### config.mk
export PLATFORM = sky130hd
export DESIGN_NAME = pe_mac_os
export DESIGN_NICKNAME = d
export VERILOG_FILES = /design/src/rtl/pe_pkg.sv /design/src/rtl/pe_sat_add.sv /design/src/rtl/pe_mac_os.sv
export SDC_FILE = /design/constraint.sdc
export NUM_CORES = 1
export LEC_CHECK = 0
export ABC_AREA = 1
export CORE_ASPECT_RATIO = 1.2
export CORE_MARGIN = 2
export CORE_UTILIZATION = 45
export CTS_CLUSTER_DIAMETER = 100
export CTS_CLUSTER_SIZE = 24
export DETAILED_ROUTE_END_ITERATION = 8
export PLACE_DENSITY = 0.68
export SKIP_CTS_REPAIR_TIMING = 1
export SYNTH_ARGS = -nofsm -noshare
export SYNTH_HDL_FRONTEND = slang
export SYNTH_SLANG_ARGS = --single-unit
### constraint.sdc
create_clock -name clk -period 6.4 [get_ports clk]
set_input_delay 0.64 -clock clk [delete_from_list [all_inputs] [get_ports clk]]
set_output_delay 0.64 -clock clk [all_outputs]
set_load 0.01 [all_outputs]
### src/rtl/pe_pkg.sv
// Shared types and helpers for the output-stationary MAC processing element.
// Holds the tile FSM encoding, product width and accumulator clamp bounds.
package pe_pkg;

  typedef enum logic {
    IDLE = 1'b0,
    ACC  = 1'b1
  } pe_state_e;

  localparam int PROD_FACTOR = 2;
  localparam int MAX_W       = 128;

  function automatic int prod_width(input int data_w);
    return PROD_FACTOR * data_w;
  endfunction

  // Bounds are returned wide; callers truncate to their own width.
  function automatic logic [MAX_W-1:0] sat_max(input int w, input bit is_signed);
    logic [MAX_W-1:0] one;
    one = MAX_W'(1);
    return is_signed ? (one << (w - 1)) - one : (one << w) - one;
  endfunction

  function automatic logic [MAX_W-1:0] sat_min(input int w, input bit is_signed);
    logic [MAX_W-1:0] one;
    one = MAX_W'(1);
    return is_signed ? (one << (w - 1)) : '0;
  endfunction

endpackage

### src/rtl/pe_sat_add.sv
// Combinational accumulator adder with optional clamp to the signed or
// unsigned range of W bits; ovf reports that a clamp was applied.
module pe_sat_add
  import pe_pkg::*;
#(
  parameter int W      = 36,
  parameter int SIGNED = 1,
  parameter int SAT    = 1
) (
  input  logic [W-1:0] a,
  input  logic [W-1:0] b,
  output logic [W-1:0] sum,
  output logic         ovf
);

  localparam logic [W-1:0] HI = W'(sat_max(W, SIGNED != 0));
  localparam logic [W-1:0] LO = W'(sat_min(W, SIGNED != 0));

  logic [W:0] raw;
  logic       wrap_ovf;

  always_comb begin
    raw = {1'b0, a} + {1'b0, b};
    // Signed overflow: operands agree in sign but the result does not.
    if (SIGNED != 0) wrap_ovf = (a[W-1] == b[W-1]) && (raw[W-1] != a[W-1]);
    else             wrap_ovf = raw[W];
    sum = raw[W-1:0];
    ovf = 1'b0;
    if ((SAT != 0) && wrap_ovf) begin
      ovf = 1'b1;
      sum = ((SIGNED != 0) && b[W-1]) ? LO : HI;
    end
  end

endmodule

### src/rtl/pe_mac_os.sv
// Output-stationary MAC PE: forwards act/weight, multiplies valid pairs and
// accumulates k_len products per tile, emitting each tile result as a pulse.
module pe_mac_os
  import pe_pkg::*;
#(
  parameter int DATA_W = 16,
  parameter int ACC_W  = 36,
  parameter int K_W    = 8,
  parameter int SIGNED = 1,
  parameter int SAT    = 1
) (
  input  logic              clk,
  input  logic              rst_n,
  input  logic              en,
  input  logic              clr,
  input  logic              in_valid,
  input  logic [DATA_W-1:0] act_in,
  input  logic [DATA_W-1:0] w_in,
  input  logic [K_W-1:0]    k_len,
  output logic [DATA_W-1:0] act_out,
  output logic [DATA_W-1:0] w_out,
  output logic              out_valid,
  output logic [ACC_W-1:0]  sum_out,
  output logic              sum_valid,
  output logic              sat_flag,
  output logic              busy,
  output pe_state_e         fsm_state
);

  // Handshake: there is no ready. in_valid qualifies act_in/w_in on every
  // en=1 edge; sum_valid holds while en=0, so consumers qualify it with en.

  localparam int PROD_W = prod_width(DATA_W);

  always_ff @(posedge clk or negedge rst_n) begin
    if (!rst_n) begin
      act_out   <= '0;
      w_out     <= '0;
      out_valid <= 1'b0;
    end else if (clr) begin
      act_out   <= '0;
      w_out     <= '0;
      out_valid <= 1'b0;
    end else if (en) begin
      act_out   <= act_in;
      w_out     <= w_in;
      out_valid <= in_valid;
    end
  end

  logic signed [PROD_W-1:0] a_s, w_s;
  logic        [PROD_W-1:0] prod_d, prod_q;
  logic                     p_valid, p_last, last_d;

  always_comb begin
    a_s = PROD_W'($signed(act_in));
    w_s = PROD_W'($signed(w_in));
    if (SIGNED != 0) prod_d = a_s * w_s;
    else             prod_d = PROD_W'(act_in) * PROD_W'(w_in);
  end

  pe_state_e          state_q, state_d;
  logic [K_W-1:0]     k_lat_q, k_lat_d, cnt_q, cnt_d;

  always_comb begin
    state_d = state_q;
    k_lat_d = k_lat_q;
    cnt_d   = cnt_q;
    last_d  = 1'b0;
    if (in_valid) begin
      case (state_q)
        IDLE: begin
          // k_len of 0 is treated as a single-product tile.
          k_lat_d = (k_len == '0) ? K_W'(1) : k_len;
          cnt_d   = K_W'(1);
          if (k_len <= K_W'(1)) last_d = 1'b1;
          else                  state_d = ACC;
        end
        ACC: begin
          if (cnt_q == k_lat_q - K_W'(1)) begin
            last_d  = 1'b1;
            cnt_d   = '0;
            state_d = IDLE;
          end else begin
            cnt_d = cnt_q + K_W'(1);
          end
        end
        default: state_d = IDLE;
      endcase
    end
  end

  always_ff @(posedge clk or negedge rst_n) begin
    if (!rst_n) begin
      state_q <= IDLE;
      k_lat_q <= '0;
      cnt_q   <= '0;
      prod_q  <= '0;
      p_valid <= 1'b0;
      p_last  <= 1'b0;
    end else if (clr) begin
      state_q <= IDLE;
      k_lat_q <= '0;
      cnt_q   <= '0;
      prod_q  <= '0;
      p_valid <= 1'b0;
      p_last  <= 1'b0;
    end else if (en) begin
      state_q <= state_d;
      k_lat_q <= k_lat_d;
      cnt_q   <= cnt_d;
      prod_q  <= prod_d;
      p_valid <= in_valid;
      p_last  <= last_d;
    end
  end

  logic [ACC_W-1:0] prod_ext, acc_q, acc_sum;
  logic             sticky_q, acc_ovf, tile_done;

  always_comb begin
    if (SIGNED != 0) prod_ext = ACC_W'($signed(prod_q));
    else             prod_ext = ACC_W'(prod_q);
  end

  pe_sat_add #(
    .W      (ACC_W),
    .SIGNED (SIGNED),
    .SAT    (SAT)
  ) u_sat_add (
    .a   (acc_q),
    .b   (prod_ext),
    .sum (acc_sum),
    .ovf (acc_ovf)
  );

  assign tile_done = en && p_valid && p_last;

  always_ff @(posedge clk or negedge rst_n) begin
    if (!rst_n) begin
      acc_q     <= '0;
      sticky_q  <= 1'b0;
      sum_valid <= 1'b0;
    end else if (clr) begin
      acc_q     <= '0;
      sticky_q  <= 1'b0;
      sum_valid <= 1'b0;
    end else if (en) begin
      sum_valid <= tile_done;
      if (p_valid && p_last) begin
        acc_q    <= '0;
        sticky_q <= 1'b0;
      end else if (p_valid) begin
        acc_q    <= acc_sum;
        sticky_q <= sticky_q | acc_ovf;
      end
    end
  end

  // Result registers survive clr so the last completed tile stays visible.
  always_ff @(posedge clk or negedge rst_n) begin
    if (!rst_n) begin
      sum_out  <= '0;
      sat_flag <= 1'b0;
    end else if (!clr && tile_done) begin
      sum_out  <= acc_sum;
      sat_flag <= sticky_q | acc_ovf;
    end
  end

  assign busy      = (state_q == ACC) | p_valid;
  assign fsm_state = state_q;

endmodule

## Word level (Yosys, flattened, before mapping)

Index checks and enable logic that the tools add are counted.

- Add/subtract/negate cells: 3
- Multipliers: 1
- Order comparisons: 1
- Equality and inequality tests: 4
- Multiplexer cells: 43
- Bitwise operators: 3
- Reductions and logical operators: 13

Operators with widths:

| operator | count |
|---|---|
| two-way mux 36 bit | 6 |
| two-way mux 8 bit | 9 |
| two-way mux 16 bit | 4 |
| two-way mux 32 bit | 2 |
| adder 36 bit | 1 |
| multiplier 16 x 16 -> 32 bit | 1 |
| two-way mux 1 bit | 19 |
| case mux 8 bit (2 select lines) | 1 |
| adder 8 x 1 -> 8 bit (second input constant) | 1 |
| == test 8 bit | 1 |
| less-or-equal comparator 8 x 1 -> 1 bit (second input constant) | 1 |
| zero test 8 bit | 1 |
| subtractor 8 x 1 -> 8 bit (second input constant) | 1 |
| logical AND 1 bit | 5 |
| case mux 1 bit (2 select lines) | 2 |
| AND reduction 2 bit | 2 |
| nonzero test 2 bit | 2 |
| AND reduction 3 bit | 1 |
| nonzero test 3 bit | 1 |
| != test 2 bit (second input constant) | 1 |
| OR 1 bit | 2 |
| == test 1 bit | 1 |
| zero test 1 bit | 1 |
| != test 1 bit | 1 |
| inverter 1 bit | 1 |

- Flip-flop bits (word level): 158
- Input bits: 45
- Output and inout bits: 73
- Logic and storage cells: 81

## Logic depth before layout (Yosys ltp)

- Depth after elaboration: 9
- Depth in mapped cells: 26
- Gate-level depth less buffers: 24

## Modules after synthesis

A second synthesis with hierarchy kept.

- Cells, all modules: 2,705
- Area, all modules: 19,920.4 um^2

Modules (own cells, without submodules):

| module | times used | cells an instance | area each (um^2) |
|---|---|---|---|
| pe_mac_os | 1 | 2,166 | 17,159.0 |
| pe_sat_add | 1 | 539 | 2,761.4 |

## Worst setup path after synthesis

OpenSTA, ideal clock, no wires.

- Path kind: input-to-reg
- Start point: in act_in[15]
- End point: reg prod_q[28]
- Arrival time: 5,883 ps
- Data required time: 6,283 ps
- Slack: 400 ps
- Stages on the path: 21
- Path buffers: 2
- Cell sequence: clkbuf_1 -> clkbuf_1 -> nand2_1 -> inv_1 -> fa_1 -> fa_1 -> fa_1 -> fa_1 -> fa_1 -> inv_1 -> fa_1 -> inv_1 -> ha_1 -> nand2_1 -> nor2_1 -> nand2_1 -> or2_2 -> nand3_1 -> nand2_1 -> nand3_1 -> nand2_1

- Longest elaborated chain between the ends: 3

Ends and longest elaborated chain:

| what | RTL line | text |
|---|---|---|
| start: declaration | pe_mac_os.sv:17 | `input logic [DATA_W-1:0] act_in,` |
| multiplier 16 x 16 -> 32 bit | pe_mac_os.sv:58 | `if (SIGNED != 0) prod_d = a_s * w_s;` |
| two-way mux 32 bit | pe_mac_os.sv:108 | `end else if (en) begin` |
| two-way mux 32 bit | pe_mac_os.sv:101 | `end else if (clr) begin` |
| end signal: assignment | pe_mac_os.sv:112 | `prod_q <= prod_d;` |
| end: declaration | pe_mac_os.sv:52 | `logic [PROD_W-1:0] prod_d, prod_q;` |

Every way passes these cells. The select of a mux whose other input is x is not followed.
A chain may end at the register's enable or synchronous reset.

## Final worst setup path

- Start point: in act_in[15]
- End point: reg prod_q[25]

The elaborated chain is that of the path after synthesis.

==> metrics.yaml <==
clock_tree:
  cts_made_buffers: 17
  clkLatencyLatePin_ns: 0.47
  tritoncts: "yes"
  cts_buffer_depth: 2
  cts.sinks: 158
  htreeDepth: 4
  cts.clk_slew.worst_paths_ns: 0.07
  root_buffer: "clkbuf_16"
critical_path:
  cp_slowest_stage_delay_ns: 0.62
  cp-start-kind: "input pin"
  cp_max_fo: 6
  r2r-end: "sum_out[23]"
  r2r_start: "prod_q[20]"
  critPathKind: "in2reg"
  crit_path_end_kind: "register"
  path_cells: "clkdlybuf4s50_1, nand2_1, inv_1, fa_1, buf_4, fa_1, fa_1, fa_1, fa_1, inv_1, fa_1, inv_1, ha_1, nand2_1, buf_4, nor3_1, nand4_1, nand3_1, a21oi_1, o21ai_0, nand2_1"
  r2r_cells: 17
  slowest_stage: "clkdlybuf4s50_1"
  r2r_slack_ns: 1.53
  cp.arrival_ns: 6.44
  cpMostUsedCell: "fa_1"
  crit_required_ns: 6.74
drt:
  firstDrtPassIters: 5
  wl_um: 53770
  drt-initial-drc-count: 852
  vias: 16650
  routed-wl-met2_um: 26960
  dr_wl_met3_um: 1787
  via_per_inst: 5.068
  ant_nets: 0
  met1_length_um: 23270
  maxUsedRoutingLayer: "met4"
  routedWlPerCell_um: 16.36
  drc: 0
synthesis:
  ys.flop_type: "dfrtp_1"
  yosys.area_share.simple: 0.2197
  async_flop_share: 1.000
  synth_compound_area_frac: 0.07923
  synth_area_um2: 19490
  yosys_warnings: 0
  synth.top_cell.area_share: 0.2712
  synth-edff-count: 0
  synth_mux_area_frac: 0
  yosys-top-cells-area: "fa_1, dfrtp_1, nand2_1"
  synth_xor_area_frac: 0.01824
  synth.net_count: 2987
  ys_types: 44
  yosys.area.top_type: "fa_1"
  synth_cells: 2559
  synth_adder_area_share: 0.3476
  avgSynthCellArea_um2: 7.615
  synth_top_family_by_area: "adder cells"
  synth-seq-cells: 158
  synth-seq-area-share: 0.2029
grt:
  grt.total_usage: 0.2505
  antenna_found_initial: 0
  grt_first_pass_wirelength_um: 90130
  overflow: 0
  grt_pass1_vias: 17720
  grt_max_degree: 101
timing:
  tns_ns: 0
  finalHoldViolCount: 0
  fin_skew_ns: 0.01513
  fin_crit_sh: 0.9516
  setup_viol: 0
  rsz0062_at_grt: "false"
  max_freq_mhz: 164.2
  worst_slew_margin_rel: 0.3679
  worst_slew_pin_slew_ns: 0.9482
  finalMaxSlewViolations: 0
  setup_ws_ns: 0.3096
  fin_crit_ns: 6.090
final_layout:
  fillers: 4087
  postLayoutCellArea_um2: 22700
  diodes: 0
  final_cell_mix: "nand2_1, inv_1, fa_1, dfrtp_1, nor2_1"
  drive_above_1_share: 0.07571
  areaGrowthSynthToFinish_pct: 16.48
  final_nets: 3149
  layout.cells.most_common: "nand2_1"
floorplan:
  die_h_um: 232.0
  die_w_um: 194.0
  row_count: 83
  io_pins: 118
  die_area_um2: 44990
  coreArea_um2: 42790
  initial_core_util: 0.4554
job:
  max-cap-violations: 0
placement:
  port_buffers: 117
  post_dp_cell_area_um2: 22090
  dp_hpwl_um: 44240
  dp_slack_ns: -0.1465
  gp_congestion: 0.9275
hold_path:
  hold_class: "in2async"
run_status:
  status: "complete, no violations"
-- through the flow --
step	hold WS [ns]	util	std cells
2_1_floorplan	0.3444	-	2559
5_1_grt	0.3638	0.5305	3286
3_5_place_dp	0.4684	0.5164	3254
6_report	0.3116	0.5305	3286
4_1_cts	0.3189	0.5305	3286
3_3_place_gp	0.4644	0.5164	3254
-- sequential cells by signal, indices dropped and copies added (netlist names), 8 cells and up --
name,flops
prod_q,32
acc_q,36
sum_out,36
w_out,16
cnt_q,8
k_lat_q,8
act_out,16
-- Yosys cell counts, types with 19 or more instances --
cell	count
a21oi_1	77
o21ai_0	98
ha_1	119
dfrtp_1	158
clkbuf_1	80
a22o_1	29
nor2_1	123
nand3_1	109
xor2_1	27
nand4_1	19
o21ai_1	25
inv_1	570
nand2_1	725
fa_1	264
-- critical path: cells and delay by family --
family | cells | cell delay, ns
compound gates | 2 | 0.19
fa+ha+maj | 7 | 3.36
buf+inv | 6 | 1.21
simple gates | 6 | 1.01
-- layer usage --
| layer | track usage | up-vias |
|---|---|---|
| met3 | 0.02774 | 93 |
| met4 | 0.09067 | 0 |
| li1 | - | 8020 |
| met2 | 0.4543 | 354 |
| met5 | 0 | - |
| met1 | 0.3077 | 8185 |
-- cell families after synthesis --
| kind of cell | Yosys count |
|---|---|
| AND/OR/NAND/NOR | 1034 |
| flip-flops | 158 |
| AO/OA/AOI/OAI | 268 |
| buffers and inverters | 677 |
| XOR/XNOR | 39 |
| adder cells (fa/ha/maj) | 383 |
-- layout make-up --
class | count | area (µm²) | share of cell area
Multi-Input combinational cell | 1724 | 12970 | 0.5716
Clock inverter | 10 | 128.9 | 0.005678
Sequential cell | 158 | 3954 | 0.1742
Inverter | 579 | 2173 | 0.09575
Tap cell | 552 | 690.7 | 0.03043
Clock buffer | 22 | 474.2 | 0.02089
Timing Repair Buffer | 241 | 2303 | 0.1015
-- how the worst max path moves through the flow --
stage / start / to / cells past startpoint / slack, ns
final: act_in[15] / prod_q[25] / 21 / 0.31
after CTS: act_in[15] / prod_q[30] / 23 / 0.35
after global routing: act_in[15] / prod_q[25] / 21 / 0.03
after floorplan: act_in[15] / prod_q[28] / 21 / 0.40
after global placement: w_in[1] / prod_q[25] / 23 / -0.12
after detailed placement: w_in[8] / prod_q[25] / 22 / -0.15
Power is left out: the tool's default activity adds up to more than one toggle a clock period on the data nets, which glitch-free logic cannot reach.
